`config.mk`:
```
export PLATFORM = sky130hd
export DESIGN_NAME = stopwatch_ctrl
export DESIGN_NICKNAME = d
export VERILOG_FILES = /design/src/rtl/stopwatch_ctrl.sv
export SDC_FILE = /design/constraint.sdc
export NUM_CORES = 1
export LEC_CHECK = 0
export CAP_MARGIN = 5
export CORE_MARGIN = 3
export CORE_UTILIZATION = 54
export DETAILED_ROUTE_END_ITERATION = 10
export PLACE_DENSITY = 0.73
export SETUP_SLACK_MARGIN = 0.15
export SKIP_CTS_REPAIR_TIMING = 1
export SLEW_MARGIN = 0
export SYNTH_ARGS = -nofsm -noshare
export SYNTH_HDL_FRONTEND = slang
export SYNTH_SLANG_ARGS = --single-unit
export TNS_END_PERCENT = 50
```
`constraint.sdc`:
```
create_clock -name clk -period 2.1 [get_ports clk]
set_input_delay 0.63 -clock clk [delete_from_list [all_inputs] [get_ports clk]]
set_output_delay 0.63 -clock clk [all_outputs]
set_load 0.02 [all_outputs]
```
`src/rtl/stopwatch_ctrl.sv`:
```
`default_nettype none
// +--------------------------------------------------------------------------+
// | stopwatch_ctrl: button conditioning, run/lap/pause FSM and tick prescaler |
// | Revision: 1.0                                                            |
// +--------------------------------------------------------------------------+
module stopwatch_ctrl #(
  parameter int CLK_HZ          = 100_000_000,
  parameter int TICK_HZ         = 100,
  parameter int DEBOUNCE_CYCLES = 1_000_000
) (
  input  logic clk,
  input  logic Reset_n,
  input  logic StartStop_btn,
  input  logic Lap_btn,
  input  logic Clear_btn,
  output logic Enable,
  output logic Clear,
  output logic Freeze,
  output logic Running
);

  localparam int TICK_DIV = CLK_HZ / TICK_HZ;
  localparam int PW       = $clog2(TICK_DIV);
  localparam int DW       = $clog2(DEBOUNCE_CYCLES);

  typedef enum logic [1:0] {
    S_IDLE  = 2'd0,
    S_RUN   = 2'd1,
    S_LAP   = 2'd2,
    S_PAUSE = 2'd3
  } state_t;

  logic [2:0] btn_raw;
  logic [2:0] press;

  assign btn_raw = {Clear_btn, Lap_btn, StartStop_btn};

  for (genvar i = 0; i < 3; i++) begin : g_btn
    logic          sync1_q;
    logic          sync2_q;
    logic          level_q;
    logic          level_d;
    logic          level_dly_q;
    logic          press_q;
    logic          press_d;
    logic [DW-1:0] cnt_q;
    logic [DW-1:0] cnt_d;

    // The count only advances while the synced sample disagrees with the
    // accepted level; a single agreeing sample starts the run over.
    always_comb begin
      level_d = level_q;
      cnt_d   = '0;
      press_d = level_q & ~level_dly_q;
      if (sync2_q != level_q) begin
        if (cnt_q == DW'(DEBOUNCE_CYCLES - 1)) begin
          level_d = sync2_q;
        end else begin
          cnt_d = cnt_q + DW'(1);
        end
      end
    end

    always_ff @(posedge clk or negedge Reset_n) begin
      if (!Reset_n) begin
        sync1_q     <= 1'b0;
        sync2_q     <= 1'b0;
        level_q     <= 1'b0;
        level_dly_q <= 1'b0;
        press_q     <= 1'b0;
        cnt_q       <= '0;
      end else begin
        sync1_q     <= btn_raw[i];
        sync2_q     <= sync1_q;
        level_q     <= level_d;
        level_dly_q <= level_q;
        press_q     <= press_d;
        cnt_q       <= cnt_d;
      end
    end

    assign press[i] = press_q;
  end

  logic ss_p;
  logic lap_p;
  logic clr_p;

  assign ss_p  = press[0];
  assign lap_p = press[1];
  assign clr_p = press[2];

  state_t        state_q;
  state_t        state_d;
  logic [PW-1:0] presc_q;
  logic [PW-1:0] presc_d;
  logic          enable_q;
  logic          enable_d;
  logic          clear_q;
  logic          clear_d;
  logic          freeze_q;
  logic          freeze_d;
  logic          running_q;
  logic          running_d;
  logic          counting;

  always_comb begin
    state_d  = state_q;
    presc_d  = presc_q;
    enable_d = 1'b0;
    clear_d  = 1'b0;
    counting = (state_q == S_RUN) || (state_q == S_LAP);

    // The tick is decided by the current state, so a stop arriving on the
    // wrap cycle still emits its tick and leaves the prescaler at zero.
    if (counting) begin
      if (presc_q == PW'(TICK_DIV - 1)) begin
        presc_d  = '0;
        enable_d = 1'b1;
      end else begin
        presc_d = presc_q + PW'(1);
      end
    end

    unique case (state_q)
      S_IDLE: begin
        if (ss_p) begin
          state_d = S_RUN;
        end else if (clr_p) begin
          clear_d = 1'b1;
          presc_d = '0;
        end
      end
      S_RUN: begin
        if (ss_p) begin
          state_d = S_PAUSE;
        end else if (lap_p) begin
          state_d = S_LAP;
        end
      end
      S_LAP: begin
        if (ss_p) begin
          state_d = S_PAUSE;
        end else if (lap_p) begin
          state_d = S_RUN;
        end
      end
      S_PAUSE: begin
        if (ss_p) begin
          state_d = S_RUN;
        end else if (clr_p) begin
          state_d = S_IDLE;
          clear_d = 1'b1;
          presc_d = '0;
        end
      end
      default: state_d = S_IDLE;
    endcase

    running_d = (state_d == S_RUN) || (state_d == S_LAP);
    freeze_d  = (state_d == S_LAP);
  end

  // Clear resets high so the counter chain sees one clear at startup.
  always_ff @(posedge clk or negedge Reset_n) begin
    if (!Reset_n) begin
      state_q   <= S_IDLE;
      presc_q   <= '0;
      enable_q  <= 1'b0;
      clear_q   <= 1'b1;
      freeze_q  <= 1'b0;
      running_q <= 1'b0;
    end else begin
      state_q   <= state_d;
      presc_q   <= presc_d;
      enable_q  <= enable_d;
      clear_q   <= clear_d;
      freeze_q  <= freeze_d;
      running_q <= running_d;
    end
  end

  assign Enable  = enable_q;
  assign Clear   = clear_q;
  assign Freeze  = freeze_q;
  assign Running = running_q;

endmodule
`default_nettype wire

```
==> out/metrics.yaml, run 1 <==
nNetsFinal: 517
cts_tree: "yes"
synth.top_cells.by_count: "100 x dfrtp_1, 60 x nor2_1, 40 x xor2_1"
synth-edff-count: 0
num_antenna_cells: 0
crit_family: "simple AND/OR/NAND/NOR gates"
dp.cells: 591
drive_gt1_frac: 0.108
postSynthAreaPerCell_um2: 10.0
io_pins: 9
vias: 3571
criticalPathCategory: "reg2reg"
numClockSinks: 101
crit_required_ns: 2.39
rsz0062_at_grt: "yes"
groute.usage.overall: 0.188
ys_ff_latch: 101
drtPass1Iterations: 4
holdWs_ns: 0.215
grt_overflow: 0
maxCapViolations: 0
tightest_slew_ns: 0.499
cp.arrival_ns: 2.23
numCtsBuffers: 9
fmax_mhz: 516
syn_area_um2: 4850
critical-path-slowest-cell: "or4_4"
first_iter_violations: 116
crit_fanout: 5
p_leak_nw: 2.35
crit_path_cell_trace: "ha_4 -> nand2_2 -> or4_4 -> buf_4 -> or3_1 -> a21oi_1"
end_kind: "register"
crit_start: "g_btn[0].cnt_q[0]$_DFF_PN0_"
synthFlopType: "dfrtp_1"
gr-usage-met2: 0.289
seq_area_frac_synth: 0.521
synth_top_area_share: 0.515
die_y_um: 101
area_growth_pct: 11.8
final_antenna_net_count: 0
synth.area.top_cells: "dfrtp_1 52%, xor2_1 7.2%, nor2_1 4.6%, nand4_1 3.6%, nand3_1 3.0%"
drc: 0
synth_top_area_cell: "dfrtp_1"
ir_worst_vdd_mv: 0.430
final.min_clock_period_ns: 1.94
hold_violations: 0
chipWidth_um: 101
viasPerCell: 5.83
slew_headroom: 0.664
postSynthCellCount: 485
cts.htree.levels: 3
hp-class: "in2async"
io_buffers: 8
clk_pin_slew_ns: 0.10
ys_warn_count: 0
post-synth-top-count-cell: "dfrtp_1"
grt_max_degree: 38
grt_use_met3: 0.0450
die_area_um2: 10200
gp_congestion: 0.860
report.final.slew_viol_count: 0
setup_viol_count_final: 0
stdcell_count: 613
postLayoutCoreUtil: 0.641
status: "finished, final reports clean"
totalWireLength_um: 9070
path_buf_inv: 1
grtUsageMet1: 0.259
antenna_found_initial: 0
grt_pass1_vias: 3417
cts_root_buffer: "clkbuf_8"
start_util: 0.574
syn_nets: 499
rows: 33
grt.busiest_layer: "met2"
coreArea_um2: 8460
power_density_nw_per_um2: 627
post-route-period-util: 0.924
dp_hpwl_um: 6070
r2r_start: "g_btn[0].cnt_q[0]$_DFF_PN0_"
wl_per_cell_um: 14.8
clock_latency_ns: 0.37
grt_first_pass_wirelength_um: 15400
slowest_delay_ns: 0.55
synthArstFlopShare: 1.00
start_kind: "register"
finClkSkew_ns: 0.0141
clockBufferDepth: 2
ys_types: 38
==> layout by cell type, fill, tap and decap left out, types with 2 or more instances in the layout <==
master | Yosys | routed
xor2_1 | 40 | 40
nor3_1 | 8 | 8
nand2_1 | 29 | 28
nor4_1 | 6 | 6
or4_1 | 10 | 8
and4_1 | 10 | 10
ha_1 | 9 | 7
xnor2_1 | 13 | 13
nor2b_1 | 5 | 5
dfrtp_2 | 0 | 3
nor4b_1 | 3 | 3
clkbuf_8 | 0 | 11
or4_4 | 0 | 2
o21ai_0 | 16 | 16
buf_4 | 0 | 18
clkinvlp_4 | 0 | 2
or4b_1 | 2 | 2
nor2_1 | 60 | 60
or3_1 | 11 | 11
nand4b_1 | 5 | 5
ha_4 | 0 | 2
o31ai_2 | 1 | 4
dfrtp_1 | 100 | 97
clkdlybuf4s50_1 | 0 | 6
nand3_1 | 29 | 29
and3_1 | 13 | 13
and2_1 | 6 | 6
a21oi_1 | 23 | 22
mux2_2 | 3 | 3
buf_6 | 0 | 2
nand4_1 | 28 | 28
inv_1 | 12 | 12
o31ai_1 | 11 | 8
==> worst paths after layout <==
kind                                                end  slack, ns  cells past startpoint
setup / recovery           g_btn[0].cnt_q[16]$_DFF_PN0_       0.16                      6
hold / removal                     presc_q[0]$_DFF_PN0_       0.21                      1
setup reg to reg           g_btn[0].cnt_q[16]$_DFF_PN0_       0.16                      6
hold reg to reg              g_btn[1].sync2_q$_DFF_PN0_       0.35                      0
max in group asynchronous          presc_q[6]$_DFF_PN0_       1.30                      2
min in group clk             g_btn[1].sync2_q$_DFF_PN0_       0.35                      0
==> state kept, by name, indices dropped and copies added (netlist names) <==
name,flops
g_btn.level_q,3
clr_p,1
g_btn.level_dly_q,3
Enable,1
g_btn.sync2_q,3
g_btn.cnt_q,60
presc_q,20
Clear,1
Running,1
g_btn.sync1_q,3
Freeze,1
g_btn.press_q,2
state_q,2
==> per-layer routing <==
metal	vias to the layer above	share of wire	wire length, um
met3	16	0.036	329
met5	-	0	0
met4	0	0.020	179
met1	1739	0.47	4230
li1	1752	-	-
met2	64	0.48	4330
==> where the power goes <==
part	internal (mW)	switching [mW]
Sequential	1.96	0.0197
Combinational	0.0457	0.0808
Clock	0.621	0.673
==> kinds of logic (layout without fill, tap and decap cells) <==
family / Yosys count / count (layout) / synth area share
buffers and inverters: 33 / 56 / 0.0260
AOI/OAI and AO/OA: 57 / 57 / 0.0704
DFF: 101 / 101 / 0.521
xor gates and xnor gates: 53 / 53 / 0.0956
and+or+nand+nor: 229 / 229 / 0.257
muxes: 3 / 3 / 0.00696
adders and majority gates: 9 / 9 / 0.0232
==> through the flow <==
stage               setup WS [ns]  power (mW)  area (um^2)  TNS (ns)
floorplan                   0.186        2.06         4860         0
global placement            0.141        2.14         5110         0
detailed placement         0.0886        2.14         5110         0
CTS                       -0.0299        3.43         5320   -0.0299
global route               0.0704        3.54         5430         0
finish                      0.161        3.40         5430         0
==> cell type report <==
type,count,area (um^2)
flip-flops and latches,101,2530
multi-input cells,351,2260
inverters,12,45.0
clock buffers,12,155
clock inverters,4,53.8
fillers,669,3040
well taps,105,131
repair buffers,28,250
==> worst reg2reg max path, cell delays in order (launching register included) <==
cell and delay, ns:
dfrtp_2 0.43, ha_4 0.18, nand2_2 0.06, or4_4 0.55, buf_4 0.17, or3_1 0.33, a21oi_1 0.15
Power figures use the tool's default switching activity.
==> run 2: changes to the inputs <==
Settings changed: CAP_MARGIN 5 to not set, SETUP_SLACK_MARGIN 0.15 to not set.
==> out/metrics.yaml, run 2 (synthesized netlist as in run 1, its figures left out) <==
status: "finished, final reports clean"
post-route-period-util: 0.932  # +0.00836
fmax_mhz: 511  # -0.90%
coreArea_um2: 8460  # unchanged
gp_congestion: 0.839  # -2.4%
reg_top3: "g_btn.cnt_q: 60 flops, presc_q: 20 flops"
holdWs_ns: 0.191  # -0.0239 ns
clock_latency_ns: 0.36  # about the same
cts_tree: "yes"
finClkSkew_ns: 0.0102  # -0.00389 ns
report.final.slew_viol_count: 0  # unchanged
end_kind: "register"
final_cell_mix: "99 x dfrtp_1, 60 x nor2_1, 40 x xor2_1"
seq_area_um2: 2530  # about the same
power_density_nw_per_um2: 637  # +1.7%
crit_required_ns: 2.39  # about the same
cts.htree.levels: 3  # unchanged
cp.arrival_ns: 2.25  # +0.02 ns
crit_path_cell_trace: "ha_1 -> nand2_1 -> or4_4 -> or4_1 -> a21oi_1"
slowest_delay_ns: 0.58  # +0.03 ns
drive_gt1_frac: 0.0802  # -0.0281
die_y_um: 101  # unchanged
ir_worst_vdd_mv: 0.446  # +3.7%
crit_fanout: 7  # +2
rsz0062_at_grt: "no"
io_pins: 9  # unchanged
layout.cells.most_common: "dfrtp_1"
critical-path-slowest-cell: "or4_4"
numClockSinks: 101  # unchanged
setup_viol_count_final: 0  # unchanged
hold_violations: 0  # unchanged
top_register: "g_btn.cnt_q"
first_iter_violations: 100  # -14%
num_antenna_cells: 0  # unchanged
stdcell_count: 604  # -1.5%
numCtsBuffers: 9  # unchanged
drc: 0  # unchanged
grt_max_degree: 42  # +11%
die_area_um2: 10200  # unchanged
tns_ns: 0  # unchanged
rows: 33  # unchanged
dp_hpwl_um: 5940  # -2.2%
drtPass1Iterations: 4  # unchanged
viasPerCell: 5.85  # +0.47%
grt_first_pass_wirelength_um: 15800  # +2.2%
slew_headroom: 0.704  # +0.0404
vias: 3535  # -1.0%
grt_overflow: 0  # unchanged
p_leak_nw: 2.32  # -1.3%
layout_setup_ws_ns: 0.143  # -0.0176 ns
antenna_found_initial: 0  # unchanged
fillers: 663  # -0.90%
final_antenna_net_count: 0  # unchanged
start_kind: "register"
final.min_clock_period_ns: 1.96  # +0.0176 ns
multi_input_area_um2: 2220  # -2.0%
area_growth_pct: 9.97
maxCapViolations: 0  # unchanged
criticalPathCategory: "reg2reg"
nNetsFinal: 508  # -1.7%
cts_root_buffer: "clkbuf_8"
groute.usage.overall: 0.189  # +0.000533
io_buffers: 8  # unchanged
grt_pass1_vias: 3522  # +3.1%
largest_reg_flops: 60  # unchanged
hp-class: "in2async"
chipWidth_um: 101  # unchanged
place_ws_ns: 0.0412  # -0.0474 ns
clk_pin_slew_ns: 0.10  # about the same
dp.cells: 588  # -0.51%
clockBufferDepth: 2  # unchanged
start_util: 0.574  # unchanged
totalWireLength_um: 8730  # -3.8%
wl_per_cell_um: 14.5  # -2.4%
tightest_slew_ns: 0.439  # -0.0601 ns
-- run 2: cell count changes in the layout (fill, tap and decap cells not counted), sizes merged --
cell	previous run	this run
buf	21	12
clkbuf	12	9
clkinv	0	2
clkinvlp	2	0
inv	13	16
-- run 2: metrics by stage --
step / util / power, mW / instance area, um^2
after floorplan: - / 2.06 / 4850
after global placement: 0.604 / 2.14 / 5110
after detailed placement: 0.604 / 2.14 / 5110
after CTS: 0.630 / 3.46 / 5330
after global routing: 0.631 / 3.55 / 5340
final: 0.631 / 3.40 / 5340
-- run 2: layout make-up --
type                            instances  area share
Clock buffer                            9      0.0232
Clock inverter                          7      0.0173
Inverter                               12     0.00844
Multi-Input combinational cell        351       0.415
Sequential cell                       101       0.474
Tap cell                              105      0.0246
Timing Repair Buffer                   19      0.0375
-- run 2: worst max-delay path, delay by kind of cell, from the launching register on --
| family | cells | cell delay, ns |
|---|---|---|
| flip-flops | 1 | 0.41 |
| adder cells (fa/ha/maj) | 1 | 0.17 |
| AO/OA/AOI/OAI | 1 | 0.17 |
| AND/OR/NAND/NOR | 3 | 1.15 |
-- run 2: path summary, 6_finish.rpt --
kind                                             start  slack, ns                           end  depth (start not counted)
max reg2reg                g_btn[0].cnt_q[0]$_DFF_PN0_       0.14  g_btn[0].cnt_q[18]$_DFF_PN0_                          5
min                                            Reset_n       0.19  g_btn[0].cnt_q[15]$_DFF_PN0_                          1
min in group clk            g_btn[1].sync1_q$_DFF_PN0_       0.36    g_btn[1].sync2_q$_DFF_PN0_                          0
max in group asynchronous                      Reset_n       1.34  g_btn[1].cnt_q[19]$_DFF_PN0_                          2
max                        g_btn[0].cnt_q[0]$_DFF_PN0_       0.14  g_btn[0].cnt_q[18]$_DFF_PN0_                          5
min reg2reg                 g_btn[1].sync1_q$_DFF_PN0_       0.36    g_btn[1].sync2_q$_DFF_PN0_                          0
-- run 2: per-layer routing --
metal  part of all wire  track usage  up-vias
met5                  0            0        -
met4              0.014       0.0518        0
met3              0.028       0.0457       15
met2               0.49        0.316       53
met1               0.47        0.245     1729
li1                   -            -     1738
-- run 2: where the power goes --
part	internal (mW)	switching, mW	leakage [nW]
clock	0.585	0.721	0.109
combinational	0.0388	0.0780	0.823
sequential	1.96	0.0174	1.39
